<file path="src/rtl/issue_if.sv">
// Decode / writeback / branch-resolve handshake bundle for the issue controller.
interface issue_if #(
  parameter int unsigned RIDX_W = 5
) ();
  logic              dec_valid;
  logic [RIDX_W-1:0] dec_rs1;
  logic [RIDX_W-1:0] dec_rs2;
  logic [RIDX_W-1:0] dec_rd;
  logic              dec_rs1_used;
  logic              dec_rs2_used;
  logic              dec_wr_rd;
  logic              dec_is_branch;
  logic              dec_ready;
  logic              issue;
  logic              wb_valid;
  logic [RIDX_W-1:0] wb_rd;
  logic              br_resolve;
  logic              br_taken;
  logic              flush;

  // Pipeline side: drives decode, writeback and branch-resolve information.
  modport master (
    output dec_valid, dec_rs1, dec_rs2, dec_rd, dec_rs1_used, dec_rs2_used,
    output dec_wr_rd, dec_is_branch, wb_valid, wb_rd, br_resolve, br_taken,
    input  dec_ready, issue, flush
  );

  // Issue controller side.
  modport slave (
    input  dec_valid, dec_rs1, dec_rs2, dec_rd, dec_rs1_used, dec_rs2_used,
    input  dec_wr_rd, dec_is_branch, wb_valid, wb_rd, br_resolve, br_taken,
    output dec_ready, issue, flush
  );
endinterface

</file>
<file path="src/rtl/issue_ctrl.sv">
// In-order issue controller: register scoreboard, in-flight write window and
// a branch-wait state machine that stalls decode and pulses flush on redirects.
module issue_ctrl #(
  parameter int unsigned NREGS        = 32,
  parameter int unsigned RIDX_W       = 5,
  parameter int unsigned MAX_INFLIGHT = 4,
  localparam int unsigned CNT_W       = $clog2(MAX_INFLIGHT + 1)
) (
  input  logic             clk,
  input  logic             rst,
  issue_if.slave           bus,
  output logic [NREGS-1:0] busy,
  output logic [CNT_W-1:0] inflight,
  output logic             sb_err
);

  typedef enum logic [1:0] {StRun, StBrWait, StFlush} state_e;

  state_e           state_q, state_d;
  logic [NREGS-1:0] busy_q, busy_d;
  logic [CNT_W-1:0] inflight_q, inflight_d;
  logic             sb_err_q, sb_err_d;

  logic raw1, raw2, waw, full, stall, do_issue, set_en, wb_ok;

  // Hazard detection from registered state only; no writeback bypass.
  always_comb begin
    raw1     = bus.dec_rs1_used && (bus.dec_rs1 != '0) && busy_q[bus.dec_rs1];
    raw2     = bus.dec_rs2_used && (bus.dec_rs2 != '0) && busy_q[bus.dec_rs2];
    waw      = bus.dec_wr_rd && (bus.dec_rd != '0) && busy_q[bus.dec_rd];
    full     = bus.dec_wr_rd && (bus.dec_rd != '0) && (inflight_q == CNT_W'(MAX_INFLIGHT));
    stall    = (state_q != StRun) || raw1 || raw2 || waw || full;
    do_issue = bus.dec_valid && !stall;
    set_en   = do_issue && bus.dec_wr_rd && (bus.dec_rd != '0);
    wb_ok    = bus.wb_valid && (bus.wb_rd != '0) && busy_q[bus.wb_rd];
  end

  assign bus.dec_ready = ~stall;
  assign bus.issue     = do_issue;
  assign bus.flush     = (state_q == StFlush);
  assign busy          = busy_q;
  assign inflight      = inflight_q;
  assign sb_err        = sb_err_q;

  // Scoreboard, in-flight count and error flag next state; set beats clear.
  always_comb begin
    busy_d     = busy_q;
    inflight_d = inflight_q;
    sb_err_d   = sb_err_q | (bus.wb_valid & ~wb_ok);
    if (wb_ok) busy_d[bus.wb_rd] = 1'b0;
    if (set_en) busy_d[bus.dec_rd] = 1'b1;
    unique case ({set_en, wb_ok})
      2'b10:   inflight_d = inflight_q + CNT_W'(1);
      2'b01:   inflight_d = inflight_q - CNT_W'(1);
      default: inflight_d = inflight_q;
    endcase
  end

  // Branch state machine next state.
  always_comb begin
    state_d = state_q;
    unique case (state_q)
      StRun:    if (do_issue && bus.dec_is_branch) state_d = StBrWait;
      StBrWait: if (bus.br_resolve) state_d = bus.br_taken ? StFlush : StRun;
      StFlush:  state_d = StRun;
      default:  state_d = StRun;
    endcase
  end

  // State registers with synchronous reset.
  always_ff @(posedge clk) begin
    if (rst) begin
      state_q    <= StRun;
      busy_q     <= '0;
      inflight_q <= '0;
      sb_err_q   <= 1'b0;
    end else begin
      state_q    <= state_d;
      busy_q     <= busy_d;
      inflight_q <= inflight_d;
      sb_err_q   <= sb_err_d;
    end
  end

endmodule

</file>
<file path="src/flat_wrapper.sv">
// flat-port wrapper written by rule: the top's interface ports become plain ports
module issue_ctrl_flat 
#(
  parameter int unsigned NREGS        = 32,
  parameter int unsigned RIDX_W       = 5,
  parameter int unsigned MAX_INFLIGHT = 4,
  localparam int unsigned CNT_W       = $clog2(MAX_INFLIGHT + 1)
)
  (clk, rst, busy, inflight, sb_err, bus_dec_valid, bus_dec_rs1, bus_dec_rs2, bus_dec_rd, bus_dec_rs1_used, bus_dec_rs2_used, bus_dec_wr_rd, bus_dec_is_branch, bus_wb_valid, bus_wb_rd, bus_br_resolve, bus_br_taken, bus_dec_ready, bus_issue, bus_flush);
  issue_if #(.RIDX_W(RIDX_W)) bus_i ();
  input  logic clk;
  input  logic rst;
  output logic [NREGS-1:0] busy;
  output logic [CNT_W-1:0] inflight;
  output logic sb_err;
  input wire logic [$bits(bus_i.dec_valid)-1:0] bus_dec_valid;
  input wire logic [$bits(bus_i.dec_rs1)-1:0] bus_dec_rs1;
  input wire logic [$bits(bus_i.dec_rs2)-1:0] bus_dec_rs2;
  input wire logic [$bits(bus_i.dec_rd)-1:0] bus_dec_rd;
  input wire logic [$bits(bus_i.dec_rs1_used)-1:0] bus_dec_rs1_used;
  input wire logic [$bits(bus_i.dec_rs2_used)-1:0] bus_dec_rs2_used;
  input wire logic [$bits(bus_i.dec_wr_rd)-1:0] bus_dec_wr_rd;
  input wire logic [$bits(bus_i.dec_is_branch)-1:0] bus_dec_is_branch;
  input wire logic [$bits(bus_i.wb_valid)-1:0] bus_wb_valid;
  input wire logic [$bits(bus_i.wb_rd)-1:0] bus_wb_rd;
  input wire logic [$bits(bus_i.br_resolve)-1:0] bus_br_resolve;
  input wire logic [$bits(bus_i.br_taken)-1:0] bus_br_taken;
  output wire logic [$bits(bus_i.dec_ready)-1:0] bus_dec_ready;
  output wire logic [$bits(bus_i.issue)-1:0] bus_issue;
  output wire logic [$bits(bus_i.flush)-1:0] bus_flush;
  assign bus_i.dec_valid = bus_dec_valid;
  assign bus_i.dec_rs1 = bus_dec_rs1;
  assign bus_i.dec_rs2 = bus_dec_rs2;
  assign bus_i.dec_rd = bus_dec_rd;
  assign bus_i.dec_rs1_used = bus_dec_rs1_used;
  assign bus_i.dec_rs2_used = bus_dec_rs2_used;
  assign bus_i.dec_wr_rd = bus_dec_wr_rd;
  assign bus_i.dec_is_branch = bus_dec_is_branch;
  assign bus_i.wb_valid = bus_wb_valid;
  assign bus_i.wb_rd = bus_wb_rd;
  assign bus_i.br_resolve = bus_br_resolve;
  assign bus_i.br_taken = bus_br_taken;
  assign bus_dec_ready = bus_i.dec_ready;
  assign bus_issue = bus_i.issue;
  assign bus_flush = bus_i.flush;
  issue_ctrl #(.NREGS(NREGS), .RIDX_W(RIDX_W), .MAX_INFLIGHT(MAX_INFLIGHT)) u_core (.clk(clk), .rst(rst), .bus(bus_i), .busy(busy), .inflight(inflight), .sb_err(sb_err));
endmodule
</file>
<file path="config.mk">
export PLATFORM = sky130hd
export DESIGN_NAME = issue_ctrl_flat
export DESIGN_NICKNAME = d
export VERILOG_FILES = /design/src/rtl/issue_if.sv /design/src/rtl/issue_ctrl.sv /design/src/flat_wrapper.sv
export SDC_FILE = /design/constraint.sdc
export NUM_CORES = 1
export LEC_CHECK = 0
export CAP_MARGIN = 10
export CORE_MARGIN = 2
export CORE_UTILIZATION = 52
export DETAILED_ROUTE_END_ITERATION = 7
export PLACE_DENSITY = 0.84
export SYNTH_ARGS = -nofsm -noshare
export SYNTH_HDL_FRONTEND = slang
export SYNTH_SLANG_ARGS = --single-unit
</file>
<file path="constraint.sdc">
create_clock -name clk -period 4.62 [get_ports clk]
set_input_delay 0.924 -clock clk [delete_from_list [all_inputs] [get_ports clk]]
set_output_delay 0.924 -clock clk [all_outputs]
set_load 0.02 [all_outputs]
</file>
==> implementation parameters <==
Parameter                              Value

Outcome
  Result of the run ... completed

STA
  Worst Slack Setup Final ... 185 ps
  Setup repair after global routing missed its margin ... false
  Final count of hold timing violations ... 0
  Post-Route Setup TNS ... 0 ps
  Worst slew margin relative to its limit ... 44.1%
  Minimum clock period after layout ... 4440 ps
  Transition time of the tightest slew-check pin ... 837 ps
  Worst-case clock skew ... 2.40 ps
  Portion of the clock cycle consumed by the worst path in the final layout ... 96.0%
  Number of max-slew violations in the final report ... 0
  Final setup fails ... 0
  Maximum clock frequency ... 225 MHz

Pwr
  Share of power burned in combinational logic ... 24.9%
  Share of power burned in registers ... 45.7%
  Worst vdd rail ir drop ... 0.161 mV
  PnR Total Power ... 0.737 mW
  Fraction of power spent switching nets ... 30.3%
  Cell internal pwr ... 0.513 mW
  Fraction of power consumed by the clock network ... 29.4%
  Total net switching power ... 0.224 mW
  Power Dens Cells ... 184 nW/µm²
  Leak ... 1.36 nW

Worst setup path
  Data required, critical path ... 3700 ps
  Setup CP Type ... in2out
  Arrival time of data at the critical path endpoint ... 3510 ps
  Startpoint type of the worst setup path ... primary input
  Worst-path maximum fanout ... 4
  Critical path capture point type ... primary output

Flow run
  Max-cap viol count ... 0

Synth
  Number of register bits inferred by synthesis ... 38
  Cell taking the most area after synthesis ... sky130_fd_sc_hd__dfxtp_1
  Complex-gate fraction of the synthesized area ... 20.0%
  Mapped Cells ... 344
  Post-synth EDFFs ... 0
  Syn Std Cell Area ... 3170 µm²
  Average instance area after synthesis ... 9.20 µm²
  Number of synthesis warnings ... 0
  Combinational family with the most area after synthesis ... multiplexers
  Share of synthesized cell area in full adder, half adder and majority cells ... 1.03%
  Async set or reset register ratio after synthesis ... 0%
  Part of the Yosys area used for sequential elements ... 24.0%
  Post-synthesis simple-gate area fraction ... 22.1%
  Area fraction of the dominant cell type after synthesis ... 24.0%
  Dominant cells by area after synthesis ... sky130_fd_sc_hd__dfxtp_1, sky130_fd_sc_hd__mux4_2, sky130_fd_sc_hd__o311ai_0, sky130_fd_sc_hd__nand4_1, sky130_fd_sc_hd__mux4_1
  Xor-xnor portion of the synthesized cell area ... 0.553%
  Distinct cell type count of the synthesized netlist ... 49
  Synthesized net count ... 376
  Post-synthesis mux area share ... 25.2%
  Commonest register cell after synthesis ... sky130_fd_sc_hd__dfxtp_1

Final layout
  Most frequent standard cell in the layout excluding fill and tap cells ... sky130_fd_sc_hd__clkdlybuf4s50_1
  Final layout net count ... 439
  Layout cell share with drive strength beyond 1 ... 14.7%
  ANT cells ... 0
  Post-synthesis to final-layout area growth ... 26.6%
  Final design utilization ... 68.1%
  Filler cell count ... 459
  Commonest non-fill, non-tap cells in the layout ... sky130_fd_sc_hd__clkdlybuf4s50_1, sky130_fd_sc_hd__dfxtp_1, sky130_fd_sc_hd__nand4_1

Clock tree
  CTS H-Tree Depth ... 2
  CTS tree ... yes
  Clock latency on the worst-skew pair ... 290 ps
  Number of sinks on the clock net ... 38
  Clock transition at the registers of the reported paths ... 70 ps
  Clock root buffer ... sky130_fd_sc_hd__clkbuf_8
  Buffers from clock root to sink, at most ... 2
  Clock buffer count from CTS ... 5

Floorplan
  Starting density of the core ... 53.8%
  IO Pins ... 69
  Core Area ... 5890 µm²
  Height of the die ... 82.0 µm
  Die footprint ... 6730 µm²
  Rows ... 28
  DIE WIDTH ... 82.0 µm

Routing
  1st-iter DRT viols ... 552
  Detailed-route wire length ... 11200 µm
  DRC errors left ... 0
  DR vias ... 3484
  Number of nets still failing antenna checks after routing ... 0
  WL per Instance ... 23.3 µm
  Iteration count of the initial detailed-routing pass ... 5
  Vias per inst ... 7.23

Worst hold path
  HP Class ... reg2reg

Placement
  Half-perimeter wire length after placement ... 7990 µm
  Final estimated routing congestion in global placement ... 0.972
  DP Worst Slack ... -58.0 ps
  Count of port buffers added during placement ... 68

GRT
  Total global routing track utilization ... 33.9%
  Number of antenna violations at the first check in global routing ... 0
  Total overflow reported by the global router ... 0
  First-pass GRT wire length ... 16900 µm
  Vias in the first global route ... 3340
  Largest net degree at the start of global routing ... 34
registers in the layout (all words and copies together), names as in the netlist:
signal / cells
u_core.state_q: 2
u_core.inflight: 3
u_core.sb_err: 1
u_core.busy: 32
cell families after synthesis:
| family | after synthesis |
|---|---|
| AO/OA/AOI/OAI | 88 |
| XOR/XNOR | 2 |
| adder cells (fa/ha/maj) | 2 |
| buffers and inverters | 46 |
| flip-flops | 38 |
| multiplexers | 45 |
| AND/OR/NAND/NOR | 123 |
path summary, 6_finish.rpt:
check                             start  slack, ps  cells after the start                               to
min reg2reg    u_core.sb_err$_SDFF_PP0_        470                      2         u_core.sb_err$_SDFF_PP0_
max reg2reg  u_core.busy[11]$_SDFF_PP0_       1340                     13  u_core.inflight[2]$_SDFFE_PP0P_
max                      bus_dec_rs1[0]        180                      8                    bus_dec_ready
min            u_core.sb_err$_SDFF_PP0_        470                      2         u_core.sb_err$_SDFF_PP0_
area by class of cell:
class	instances	area [µm²]	share of cell area, %
inverters	9	33.8	0.843
repair buffers	93	866	21.6
multi-input cells	260	2180	54.3
clock buffers	7	76.3	1.90
well taps	75	93.8	2.34
flip-flops and latches	38	761	19.0
synthesized netlist by cell type, types with 7 or more instances:
master / instances
sky130_fd_sc_hd__nand3_1: 8
sky130_fd_sc_hd__dfxtp_1: 38
sky130_fd_sc_hd__nor3_1: 9
sky130_fd_sc_hd__nand3b_1: 8
sky130_fd_sc_hd__inv_1: 9
sky130_fd_sc_hd__mux2i_1: 17
sky130_fd_sc_hd__nand2_1: 18
sky130_fd_sc_hd__nand4_1: 35
sky130_fd_sc_hd__o21ai_1: 28
sky130_fd_sc_hd__mux4_1: 8
sky130_fd_sc_hd__nor2b_1: 7
sky130_fd_sc_hd__clkbuf_1: 21
sky130_fd_sc_hd__o311ai_0: 31
sky130_fd_sc_hd__nor2_1: 17
sky130_fd_sc_hd__o21ai_0: 7
sky130_fd_sc_hd__mux4_2: 17
stage by stage:
| step | hold slack, ps | instance area (µm²) | instances |
|---|---|---|---|
| 5_1_grt | 506 | 4010 | 482 |
| 3_5_place_dp | 468 | 3930 | 475 |
| 4_1_cts | 477 | 4010 | 482 |
| 3_3_place_gp | 435 | 3930 | 475 |
| 2_1_floorplan | 506 | 3170 | 344 |
| 6_report | 465 | 4010 | 482 |
critical path, cell delays in order:
cell and delay (ps):
sky130_fd_sc_hd__clkdlybuf4s50_1 600, sky130_fd_sc_hd__mux4_2 530, sky130_fd_sc_hd__nor2b_4 140, sky130_fd_sc_hd__a211oi_2 210, sky130_fd_sc_hd__a22oi_1 130, sky130_fd_sc_hd__a311o_4 450, sky130_fd_sc_hd__and2b_1 200, sky130_fd_sc_hd__dlygate4sd2_1 330
layer usage:
metal / part of all wire [%] / global-route usage, %
met1: 37 / 41.7
met2: 46 / 54.4
met3: 12 / 6.37
met4: 5.7 / 21.7
met5: 0 / 0
timing repair:
action / 4_1_cts / 5_1_grt
hold buffers: 0 / 0
gates resized for setup: 2 / 0
setup endpoints to repair: 2 / 0
buffers inserted: 0 / 0
power by group through the flow:
stage	Clock (mW)	Sequential (mW)	Combinational [mW]
floorplan	0	0.346	0.108
global placement	0	0.344	0.177
detailed placement	0	0.344	0.180
CTS	0.217	0.336	0.179
global route	0.230	0.337	0.193
finish	0.216	0.337	0.184
No activity file was read; power rests on OpenSTA's default activity.
